### src/rtl/regfile_pkg.sv
// regfile_pkg: shared register-bank constants and types for the write scheduler
package regfile_pkg;

    localparam int XLEN           = 32;
    localparam int REG_ADDR_WIDTH = 5;
    localparam int REG_COUNT      = 32;
    localparam int ZERO_REG       = 0;

    typedef logic [REG_ADDR_WIDTH-1:0] reg_addr_t;
    typedef logic [XLEN-1:0]           reg_data_t;

endpackage

### src/rtl/rr_arbiter.sv
// rr_arbiter: round-robin one-hot grant over req_valid with a rotating priority pointer
module rr_arbiter #(
    parameter int NUM_REQ = 2
) (
    input  logic               clock,
    input  logic               reset,
    input  logic [NUM_REQ-1:0] req_valid,
    output logic [NUM_REQ-1:0] grant
);

    localparam int PW = $clog2(NUM_REQ);

    logic [PW-1:0]      ptr;
    logic [PW-1:0]      gidx;
    logic [NUM_REQ-1:0] masked;
    logic [NUM_REQ-1:0] pick;
    logic [NUM_REQ-1:0] onehot;

    // Prefer requests at or above ptr; fall back to the lowest valid request to wrap around
    always_comb begin
        masked = '0;
        for (int i = 0; i < NUM_REQ; i++)
            masked[i] = req_valid[i] && (PW'(i) >= ptr);
        pick   = (|masked) ? masked : req_valid;
        onehot = '0;
        gidx   = '0;
        for (int i = NUM_REQ - 1; i >= 0; i--)
            if (pick[i]) begin
                onehot    = '0;
                onehot[i] = 1'b1;
                gidx      = PW'(i);
            end
        grant = reset ? onehot : '0;
    end

    // Pointer moves just past the winner after each transfer
    always_ff @(posedge clock or negedge reset)
        if (!reset)
            ptr <= '0;
        else if (|grant)
            ptr <= (gidx == PW'(NUM_REQ - 1)) ? '0 : gidx + PW'(1);

endmodule

### src/rtl/regfile_write_scheduler.sv
// regfile_write_scheduler: round-robin sharing of the register bank write port; optional busy scoreboard under REGFILE_SCOREBOARD_EN
module regfile_write_scheduler
    import regfile_pkg::*;
#(
    parameter int NUM_REQ    = 2,
    parameter int DATA_WIDTH = XLEN,
    parameter int ADDR_WIDTH = REG_ADDR_WIDTH
) (
    input  logic                          clock,
    input  logic                          reset,
    input  logic [NUM_REQ-1:0]            req_valid,
    input  logic [NUM_REQ*ADDR_WIDTH-1:0] req_sel,
    input  logic [NUM_REQ*DATA_WIDTH-1:0] req_data,
    output logic [NUM_REQ-1:0]            req_ready,
    output logic                          rf_we,
    output logic [ADDR_WIDTH-1:0]         rf_sel_in,
    output logic [DATA_WIDTH-1:0]         rf_data_in,
    input  logic                          rsv_valid,
    input  logic [ADDR_WIDTH-1:0]         rsv_sel,
    input  logic                          flush,
    output logic [2**ADDR_WIDTH-1:0]      busy
);

    localparam int NREG = 2**ADDR_WIDTH;

    logic [NUM_REQ-1:0]    grant;
    logic                  fire;
    logic [ADDR_WIDTH-1:0] sel;
    logic [DATA_WIDTH-1:0] data;

    rr_arbiter #(.NUM_REQ(NUM_REQ)) u_arb (
        .clock     (clock),
        .reset     (reset),
        .req_valid (req_valid),
        .grant     (grant)
    );

    assign req_ready = grant;

    // Grant is one-hot, so OR-ing the gated slices selects the winner
    always_comb begin
        fire = |grant;
        sel  = '0;
        data = '0;
        for (int i = 0; i < NUM_REQ; i++) begin
            sel  = sel  | (grant[i] ? req_sel[i*ADDR_WIDTH +: ADDR_WIDTH]  : '0);
            data = data | (grant[i] ? req_data[i*DATA_WIDTH +: DATA_WIDTH] : '0);
        end
    end

    // Single write stage; x0 transfers are accepted but never enable the bank
    always_ff @(posedge clock or negedge reset)
        if (!reset) begin
            rf_we      <= 1'b0;
            rf_sel_in  <= '0;
            rf_data_in <= '0;
        end else begin
            rf_we <= fire && (sel != ADDR_WIDTH'(ZERO_REG));
            if (fire) begin
                rf_sel_in  <= sel;
                rf_data_in <= data;
            end
        end

`ifdef REGFILE_SCOREBOARD_EN
    logic [NREG-1:0] busy_q;

    // Release on the write cycle, reserve wins a same-edge collision, flush beats both
    always_ff @(posedge clock or negedge reset)
        if (!reset)
            busy_q <= '0;
        else if (flush)
            busy_q <= '0;
        else
            busy_q <= (busy_q & ~(rf_we ? NREG'(1) << rf_sel_in : '0))
                    | ((rsv_valid && rsv_sel != ADDR_WIDTH'(ZERO_REG)) ? NREG'(1) << rsv_sel : '0);

    assign busy = busy_q;
`else
    logic unused_rsv;
    assign unused_rsv = ^{rsv_valid, rsv_sel, flush};
    assign busy       = '0;
`endif

endmodule

### config.mk
export PLATFORM = sky130hd
export DESIGN_NAME = regfile_write_scheduler
export DESIGN_NICKNAME = d
export VERILOG_FILES = /design/src/rtl/regfile_pkg.sv /design/src/rtl/rr_arbiter.sv /design/src/rtl/regfile_write_scheduler.sv
export SDC_FILE = /design/constraint.sdc
export NUM_CORES = 1
export LEC_CHECK = 0
export ABC_CLOCK_PERIOD_IN_PS = 1780
export CORE_ASPECT_RATIO = 1.1
export CORE_MARGIN = 2
export CORE_UTILIZATION = 33
export DETAILED_ROUTE_END_ITERATION = 12
export GPL_ROUTABILITY_DRIVEN = 1
export PLACE_DENSITY = 0.82
export SLEW_MARGIN = 5
export SYNTH_ARGS = -nofsm -noshare
export SYNTH_HDL_FRONTEND = slang
export SYNTH_HIERARCHICAL = 1
export SYNTH_SLANG_ARGS = --single-unit
### constraint.sdc
create_clock -name clock -period 1.78 [get_ports clock]
set_input_delay 0.534 -clock clock [delete_from_list [all_inputs] [get_ports clock]]
set_output_delay 0.534 -clock clock [all_outputs]
set_load 0.005 [all_outputs]
==> run_results.csv, run 1 <==
group,metric,value,unit
cells_and_area,n_antenna_cell,0,
global_routing,grt.overflow.total,0,
cells_and_area,num-fill-cells,521,
die,die_h,83.7,um
cells_and_area,finish.net_count,412,
route,routedWlPerCell,13.2,um
logic_synthesis,synth-seq-cells,39,
pwr,peakVddDrop,0.000449,V
worst_hold_path,hold_class,"in2async",
global_routing,grt_pass1_vias,1854,
worst_setup_path,crit_buf_inv,1,
global_routing,grt.total_usage,16.9,%
timing,fin_crit_sh,96.1,%
route,ant_nets,0,
placed_design,portBuffers,117,
worst_setup_path,slowest_stage,"clkdlybuf4s50_1",
clock_tree,clk_pin_slew,0.08,ns
die,coreArea,0.00566,mm2
timing,clock.fmax,585,MHz
route,vias,1814,
die,initial_core_util,33.7,%
clock_tree,clockBufferDepth,2,
placed_design,gp_congestion,0.735,
timing,rsz0062_at_grt,"false",
logic_synthesis,postSynthAreaPerCell,9.21,um2
route,route.detailed.drc,0,
timing,setup_viol,0,
placed_design,post_dp_cell_area,0.00310,mm2
clock_tree,cts_buffers,5,
worst_setup_path,critPathMaxStageDelay,0.53,ns
clock_tree,cts_root_buffer,"clkbuf_8",
cells_and_area,drive_above_1_share,7.01,%
die,ios,157,
global_routing,grt_max_degree,41,
worst_setup_path,crit_type,"reg2out",
global_routing,grt_pass1_wl,8.66,mm
route,first_pass_iters,4,
clock_tree,htreeDepth,2,
global_routing,antenna_found_initial,0,
cells_and_area,area.growth.synth_to_final,66.3,%
placed_design,hpwl,4.01,mm
logic_synthesis,synth_area,0.00191,mm2
worst_setup_path,crit_path_end_kind,"output pin",
timing,hold_viol,0,
timing,clock_skew,0.00535,ns
clock_tree,clkSinkCount,39,
worst_setup_path,path_max_fanout,2,
route,routed_wl,5.35,mm
worst_setup_path,crit_family,"buffers and inverters",
logic_synthesis,ys_types,14,
run_status,status,"completed",
route,avgViaCountPerCell,4.48,
die,die_x,76.5,um
timing,slew_viol_final,0,
worst_setup_path,crit_arrival,1.18,ns
pwr,p_per_area,818,mW/mm2
run,max_cap_viol_count,0,
logic_synthesis,ys.warnings.count,6,
logic_synthesis,syn_inst,207,
timing,period_minus_slack,1.71,ns
die,dieArea,0.00640,mm2
logic_synthesis,yosysSeqAreaShare,51.2,%
worst_setup_path,cp.required,1.25,ns
clock_tree,cts_tree,"built",
worst_setup_path,cp_cell_sequence,"clkdlybuf4s50_1",
die,core.rowCount,29,
clock_tree,insertion_delay,0.28,ns
worst_setup_path,start_kind,"register",
cells_and_area,final_cell_area,0.00317,mm2
route,drt_iter0_markers,32,
pwr,power_leakage,1.48,nW
pwr,total_power,2.60,mW
through the flow:
stage	util [%]	setup slack (ns)	instances	hold slack, ns	TNS (ns)
finish	56.0	0.0693	405	0.409	0
floorplan	-	0.218	238	0.238	0
detailed placement	54.7	-0.515	397	0.463	-16.67
CTS	56.0	0.0491	405	0.421	0
global route	56.0	0.0153	405	0.441	0
global placement	54.7	-0.485	397	0.456	-14.58
layout make-up:
cell class	count	area, um2	area share (%)
Clock inverter	1	5.00	0.158
Tap cell	77	96.3	3.04
Sequential cell	39	976	30.8
Inverter	1	3.75	0.118
Timing Repair Buffer	125	1240	39.1
Multi-Input combinational cell	155	776	24.5
Clock buffer	7	76.3	2.41
worst reg2reg max path: cells and delay by family, from the launching register on:
family | cells | cell delay, ns
AOI/OAI and AO/OA | 1 | 0.15
DFF | 1 | 0.41
buffers and inverters | 3 | 0.69
and+or+nand+nor | 3 | 0.24
Yosys cell counts:
library cell  instances  share of area (%)
and3_1                1               0.33
inv_1                 1               0.20
nand2_1              77                 15
clkbuf_1              2               0.39
a21oi_2               1               0.46
conb_1                1               0.20
or4_1                 2               0.79
dfrtp_1              39                 51
a22oi_1              37                 15
buf_2                 8                2.1
buf_4                33                 13
nor2_4                1               0.59
a21oi_1               2               0.52
o21ai_1               2               0.52
logic make-up after synthesis:
group,after synthesis,synth area share (%)
AND/OR/NAND/NOR,81,16.9
buffers and inverters,44,15.7
AO/OA/AOI/OAI,42,16.1
flip-flops,39,51.2
other,1,0.197
power breakdown:
| group | internal, mW | switching, mW |
|---|---|---|
| Sequential | 1.06 | 0.0907 |
| Clock | 0.275 | 0.287 |
| Combinational | 0.552 | 0.332 |
| Total | 1.89 | 0.710 |
sequential cells by signal (all words and copies together) (netlist names):
register / flops
rf_we: 1
u_arb/ptr: 1
rf_data_in: 32
rf_sel_in: 5
cell usage in the layout, fill, tap and decap left out:
master	netlist	layout
nor2_4	1	1
a21oi_2	1	1
clkbuf_8	0	5
buf_12	0	2
buf_2	8	3
conb_1	1	32
dlygate4sd2_1	0	2
nand2_1	77	75
buf_4	33	6
or4_1	2	2
clkdlybuf4s50_1	0	112
a22oi_1	37	37
clkbuf_1	2	2
and3_1	1	1
a21oi_4	0	2
clkinv_2	0	1
inv_1	1	1
nand2_2	0	2
o21ai_1	2	2
dfrtp_1	39	39
path summary, 6_finish.rpt:
path / startpoint / to / slack [ns] / cells after the start
setup reg to reg: u_arb/ptr / rf_data_in[31] / 0.17 / 7
max in group asynchronous: reset / rf_sel_in[3] / 1.01 / 2
setup / recovery: rf_sel_in[0] / rf_sel_in[0] / 0.07 / 1
hold / removal: reset / rf_data_in[18] / 0.41 / 2
min in group clock: rf_sel_in[3] / rf_sel_in[3] / 0.48 / 2
hold reg to reg: rf_sel_in[3] / rf_sel_in[3] / 0.48 / 2
timing repair:
action	4_1_cts	5_1_grt
hold buffers	0	0
setup endpoints to repair	39	0
gates resized for setup	12	0
setup buffers	0	0
layer usage:
metal | global-route usage [%] | part of all wire (%) | up-vias
li1 | - | - | 872
met1 | 18.1 | 39 | 848
met2 | 30.9 | 51 | 92
met3 | 7.03 | 9.7 | 2
met4 | 3.97 | 0.45 | 0
met5 | 0 | 0 | -
No activity file was read; power rests on OpenSTA's default activity.
==> run 2, diff against run 1 <==
--- a/config.mk
+++ b/config.mk
@@ -8,10 +8,10 @@
 export ABC_CLOCK_PERIOD_IN_PS = 1780
 export CORE_ASPECT_RATIO = 1.1
 export CORE_MARGIN = 2
-export CORE_UTILIZATION = 33
+export CORE_UTILIZATION = 28
 export DETAILED_ROUTE_END_ITERATION = 12
 export GPL_ROUTABILITY_DRIVEN = 1
-export PLACE_DENSITY = 0.82
+export PLACE_DENSITY = 0.71
 export SLEW_MARGIN = 5
 export SYNTH_ARGS = -nofsm -noshare
 export SYNTH_HDL_FRONTEND = slang
==> run 2 against run 1 <==
Against the previous run: wire length is 4.6% lower; cell count is 1.7% higher; global-route usage is 3.0 points lower; non-clock buffer count is 3 higher; first-iteration DRC count is 63% higher; register-to-register slack better by 0.03 ns; worst hold slack worse by 0.15 ns; fmax is 1.1% lower.
==> run_results.csv, run 2 (synthesis results as in run 1) <==
group,metric,value,unit
cells_and_area,finish.net_count,415,
pwr,swShare,26.9,%
clock_tree,holdBufCountCts,0,
timing,layout_setup_ws,0.0499,ns
die,die_x,82.7,um
run_status,status,"completed",
die,initial_core_util,28.9,%
cells_and_area,regMostFlops,"rf_data_in",
timing,slew_viol_final,0,
run,max_cap_viol_count,0,
cells_and_area,final_cell_mix,"112 x clkdlybuf4s50_1, 75 x nand2_1, 39 x dfrtp_1",
worst_setup_path,cp_cell_sequence,"dlygate4sd2_1 > buf_4 > a21oi_4 > buf_2",
global_routing,top_usage_layer,"met2",
worst_setup_path,crit_type,"in2out",
cells_and_area,top_regs,"rf_data_in x32, rf_sel_in x5",
route,routed_wl,5.10,mm
die,die_h,90.6,um
timing,hold_viol,0,
global_routing,antenna_found_initial,0,
pwr,pwr-share-seq,44.1,%
clock_tree,clkSinkCount,39,
worst_setup_path,start_kind,"input pin",
cells_and_area,drive_above_1_share,8.18,%
cells_and_area,area.growth.synth_to_final,67.3,%
cells_and_area,final_common_cell,"clkdlybuf4s50_1",
global_routing,grtUsageMet1,16.1,%
cells_and_area,n_antenna_cell,0,
timing,hold_ws,0.262,ns
route,avgViaCountPerCell,4.44,
worst_setup_path,r2r_slack,0.20,ns
worst_setup_path,path_max_fanout,2,
clock_tree,clockBufferDepth,2,
die,dieArea,0.00749,mm2
clock_tree,cts_buffers,5,
route,drt_iter0_markers,52,
timing,fin_crit_sh,97.2,%
die,core.rowCount,31,
cells_and_area,postLayoutCoreUtil,48.4,%
clock_tree,cts_root_buffer,"clkbuf_8",
pwr,p_per_area,820,mW/mm2
pwr,peakVddDrop,0.000349,V
global_routing,grt_max_degree,40,
timing,period_minus_slack,1.73,ns
die,ios,157,
worst_setup_path,slowest_stage,"dlygate4sd2_1",
pwr,total_power,2.62,mW
placed_design,place_ws,-0.541,ns
cells_and_area,num-fill-cells,621,
placed_design,portBuffers,117,
timing,clock_skew,0.0113,ns
route,routedWlPerCell,12.4,um
die,coreArea,0.00659,mm2
worst_setup_path,cp.required,1.25,ns
timing,setup_viol,0,
cells_and_area,largest_reg_flops,32,
pwr,pwr-share-clk,22.3,%
route,ant_nets,0,
worst_setup_path,crit_path_end_kind,"output pin",
placed_design,gp_congestion,0.713,
pwr,power_frac_comb,33.6,%
global_routing,grt_pass1_vias,1832,
pwr,p_int,1.91,mW
timing,clock.fmax,578,MHz
global_routing,grt_pass1_wl,8.21,mm
timing,tns,0,ns
pwr,power_leakage,1.49,nW
worst_hold_path,hold_class,"in2async",
global_routing,met3_usage,4.80,%
clock_tree,insertion_delay,0.29,ns
timing,rsz0062_at_grt,"false",
clock_tree,clk_pin_slew,0.08,ns
global_routing,grt.overflow.total,0,
global_routing,met2_usage,23.5,%
worst_setup_path,crit_arrival,1.20,ns
placed_design,hpwl,3.94,mm
pwr,p_switching,0.704,mW
worst_setup_path,critPathMaxStageDelay,0.25,ns
worst_setup_path,crit_buf_inv,3,
route,vias,1830,
worst_setup_path,crit_family,"buffers and inverters",
route,route.detailed.drc,0,
clock_tree,cts_tree,"built",
global_routing,grt.total_usage,13.9,%
route,first_pass_iters,4,
clock_tree,htreeDepth,2,
run 2: path summary, 6_finish.rpt:
kind / startpoint / cells past startpoint / to
worst max-delay path: req_valid[0] / 4 / req_ready[1]
worst min-delay path: reset / 2 / rf_data_in[29]
worst max register to register: u_arb/ptr / 7 / rf_data_in[19]
worst min register to register: rf_data_in[14] / 2 / rf_data_in[14]
max in group asynchronous: reset / 2 / rf_data_in[10]
min in group clock: rf_data_in[14] / 2 / rf_data_in[14]
run 2: layer usage:
layer  vias to the layer above  wire, um
met5                         -         0
met4                         0        77
met3                         8       507
met2                        88      2520
met1                       856      1990
li1                        878         -
run 2: area by class of cell:
type | instances | area, um2 | area share, %
multi-input combinational | 155 | 776 | 24.3
clock buffer | 6 | 82.6 | 2.59
inverter | 1 | 3.75 | 0.118
tap | 82 | 103 | 3.22
sequential | 39 | 976 | 30.6
clock inverter | 1 | 5.00 | 0.157
timing repair buffer | 128 | 1240 | 39.0
run 2: metrics by stage:
stage / cells / area, um2
3_5_place_dp: 405 / 3100
6_report: 412 / 3190
4_1_cts: 412 / 3180
5_1_grt: 412 / 3190
2_1_floorplan: 238 / 2020
3_3_place_gp: 405 / 3100
run 2: power by group through the flow:
stage	combinational, mW	sequential [mW]	clock [mW]
2_1_floorplan	0.296	1.18	0
3_3_place_gp	0.880	1.16	0
3_5_place_dp	0.894	1.17	0
4_1_cts	0.895	1.15	0.620
5_1_grt	0.975	1.18	0.663
6_report	0.880	1.15	0.584
run 2: timing repair:
action | in CTS | in global routing
setup endpoints to repair | 39 | 36
cloned | 0 | 0
buffers inserted | 0 | 0
gates resized for setup | 12 | 2
==> run 3, diff against run 2 <==
--- a/config.mk
+++ b/config.mk
@@ -12,6 +12,7 @@
 export DETAILED_ROUTE_END_ITERATION = 12
 export GPL_ROUTABILITY_DRIVEN = 1
 export PLACE_DENSITY = 0.71
+export RECOVER_POWER = 50
 export SLEW_MARGIN = 5
 export SYNTH_ARGS = -nofsm -noshare
 export SYNTH_HDL_FRONTEND = slang
==> run 3 against run 2 <==
Against the previous run: via count about the same; sequential cell count unchanged; total power down 0.38%; worst setup slack about the same; first-iteration DRC count down 1.9%; sequential share of layout area up 0.19 points; worst hold slack better by 0.10 ns; clock skew about the same; design area down 0.63%; cell count unchanged; wire length up 0.22%; utilization down 0.30 points; highest routed layer unchanged.
==> run_results.csv, run 3 (synthesis results as in run 1) <==
group,metric,value,unit
die,die_h,90.6,um
cells_and_area,n_antenna_cell,0,
worst_setup_path,crit_path_end_kind,"output pin",
timing,rsz0062_at_grt,"false",
clock_tree,holdBufCountCts,0,
route,routedWlPerCell,12.4,um
timing,worst_slew_pin_slew,0.989,ns
route,avgViaCountPerCell,4.44,
placed_design,portBuffers,117,
pwr,power_leakage,1.48,nW
die,die_x,82.7,um
timing,clock_skew,0.0114,ns
clock_tree,insertion_delay,0.28,ns
worst_setup_path,cp.required,1.25,ns
timing,clock.fmax,578,MHz
worst_setup_path,start_kind,"input pin",
cells_and_area,final_common_cell,"clkdlybuf4s50_1",
cells_and_area,area.growth.synth_to_final,66.2,%
die,dieArea,0.00749,mm2
cells_and_area,top_regs,"rf_data_in x32, rf_sel_in x5",
global_routing,antenna_found_initial,0,
pwr,peakVddDrop,0.000348,V
cells_and_area,largest_reg_flops,32,
worst_hold_path,hold_class,"in2async",
pwr,p_per_area,822,mW/mm2
global_routing,grt_pass1_vias,1832,
cells_and_area,postLayoutCoreUtil,48.1,%
die,coreArea,0.00659,mm2
timing,hold_viol,0,
global_routing,grt_max_degree,40,
placed_design,hpwl,3.94,mm
route,first_pass_iters,5,
clock_tree,htreeDepth,2,
worst_setup_path,crit_type,"in2out",
route,ant_nets,0,
timing,slew_viol_final,0,
timing,slew_headroom,34.1,%
route,vias,1831,
clock_tree,clkSinkCount,39,
clock_tree,cts_tree,"built",
clock_tree,cts_buffers,5,
placed_design,gp_congestion,0.713,
worst_setup_path,path_max_fanout,2,
timing,setup_viol,0,
run,max_cap_viol_count,0,
cells_and_area,drive_above_1_share,6.97,%
route,route.detailed.drc,0,
run_status,status,"completed",
timing,fin_crit_sh,97.2,%
timing,hold_ws,0.363,ns
timing,period_minus_slack,1.73,ns
die,core.rowCount,31,
cells_and_area,regMostFlops,"rf_data_in",
worst_setup_path,crit_arrival,1.20,ns
route,routed_wl,5.11,mm
clock_tree,clockBufferDepth,2,
clock_tree,cts_root_buffer,"clkbuf_8",
route,drt_iter0_markers,51,
die,initial_core_util,28.9,%
cells_and_area,final_cell_mix,"112 x clkdlybuf4s50_1, 75 x nand2_1, 39 x dfrtp_1",
cells_and_area,finish.net_count,415,
global_routing,grt.overflow.total,0,
global_routing,grt_pass1_wl,8.21,mm
die,ios,157,
global_routing,grt.total_usage,13.9,%
clock_tree,clk_pin_slew,0.08,ns
-- run 3: where the power goes --
group	leakage (nW)	internal (mW)	switching [mW]
clock	0.0470	0.304	0.280
combinational	0.953	0.541	0.329
sequential	0.476	1.06	0.0933
-- run 3: metrics by stage --
step	setup slack, ns	instances	instance area (um2)	power (mW)	setup TNS [ns]
6_report	0.0500	412	3170	2.61	0
5_1_grt	0.0156	412	3170	2.80	0
4_1_cts	0.0159	412	3180	2.67	0
3_5_place_dp	-0.541	405	3100	2.06	-18.04
3_3_place_gp	-0.488	405	3100	2.04	-15.51
2_1_floorplan	0.218	238	2020	1.47	0
-- run 3: worst max-delay path: stages --
cell and delay, ns:
dlygate4sd2_1 0.25, buf_4 0.14, a21oi_4 0.13, buf_2 0.14
-- run 3: metal layers --
| layer | up-vias | global-route usage [%] | wire [um] | part of all wire (%) |
|---|---|---|---|---|
| met5 | - | 0 | 0 | 0 |
| met4 | 0 | 4.51 | 77 | 1.5 |
| met3 | 8 | 4.80 | 517 | 10 |
| met2 | 88 | 23.5 | 2510 | 49 |
| met1 | 856 | 16.1 | 2000 | 39 |
| li1 | 879 | - | - | - |
-- run 3: timing repair --
action                                  4_1_cts  5_1_grt
setup buffers                                 0        0
gates resized for setup                      12        2
endpoints found under the hold margin         0        0
endpoints found under the setup margin       39       36
gates cloned                                  0        0
pin swaps                                     0        0
-- run 3: worst paths after layout --
check / endpoint / from / slack, ns / cells past startpoint
max: req_ready[1] / req_valid[0] / 0.05 / 4
min: u_arb/ptr / reset / 0.36 / 2
max reg2reg: rf_data_in[5] / u_arb/ptr / 0.19 / 7
min reg2reg: rf_data_in[14] / rf_data_in[14] / 0.47 / 2
max in group asynchronous: rf_data_in[12] / reset / 0.55 / 2
min in group clock: rf_data_in[14] / rf_data_in[14] / 0.47 / 2
-- run 3: cell type report --
| class | count | area [um2] |
|---|---|---|
| repair buffers | 128 | 1230 |
| flip-flops and latches | 39 | 976 |
| fillers | 626 | 3420 |
| well taps | 82 | 103 |
| clock inverters | 1 | 5.00 |
| clock buffers | 6 | 82.6 |
| inverters | 1 | 3.75 |
| multi-input cells | 155 | 772 |
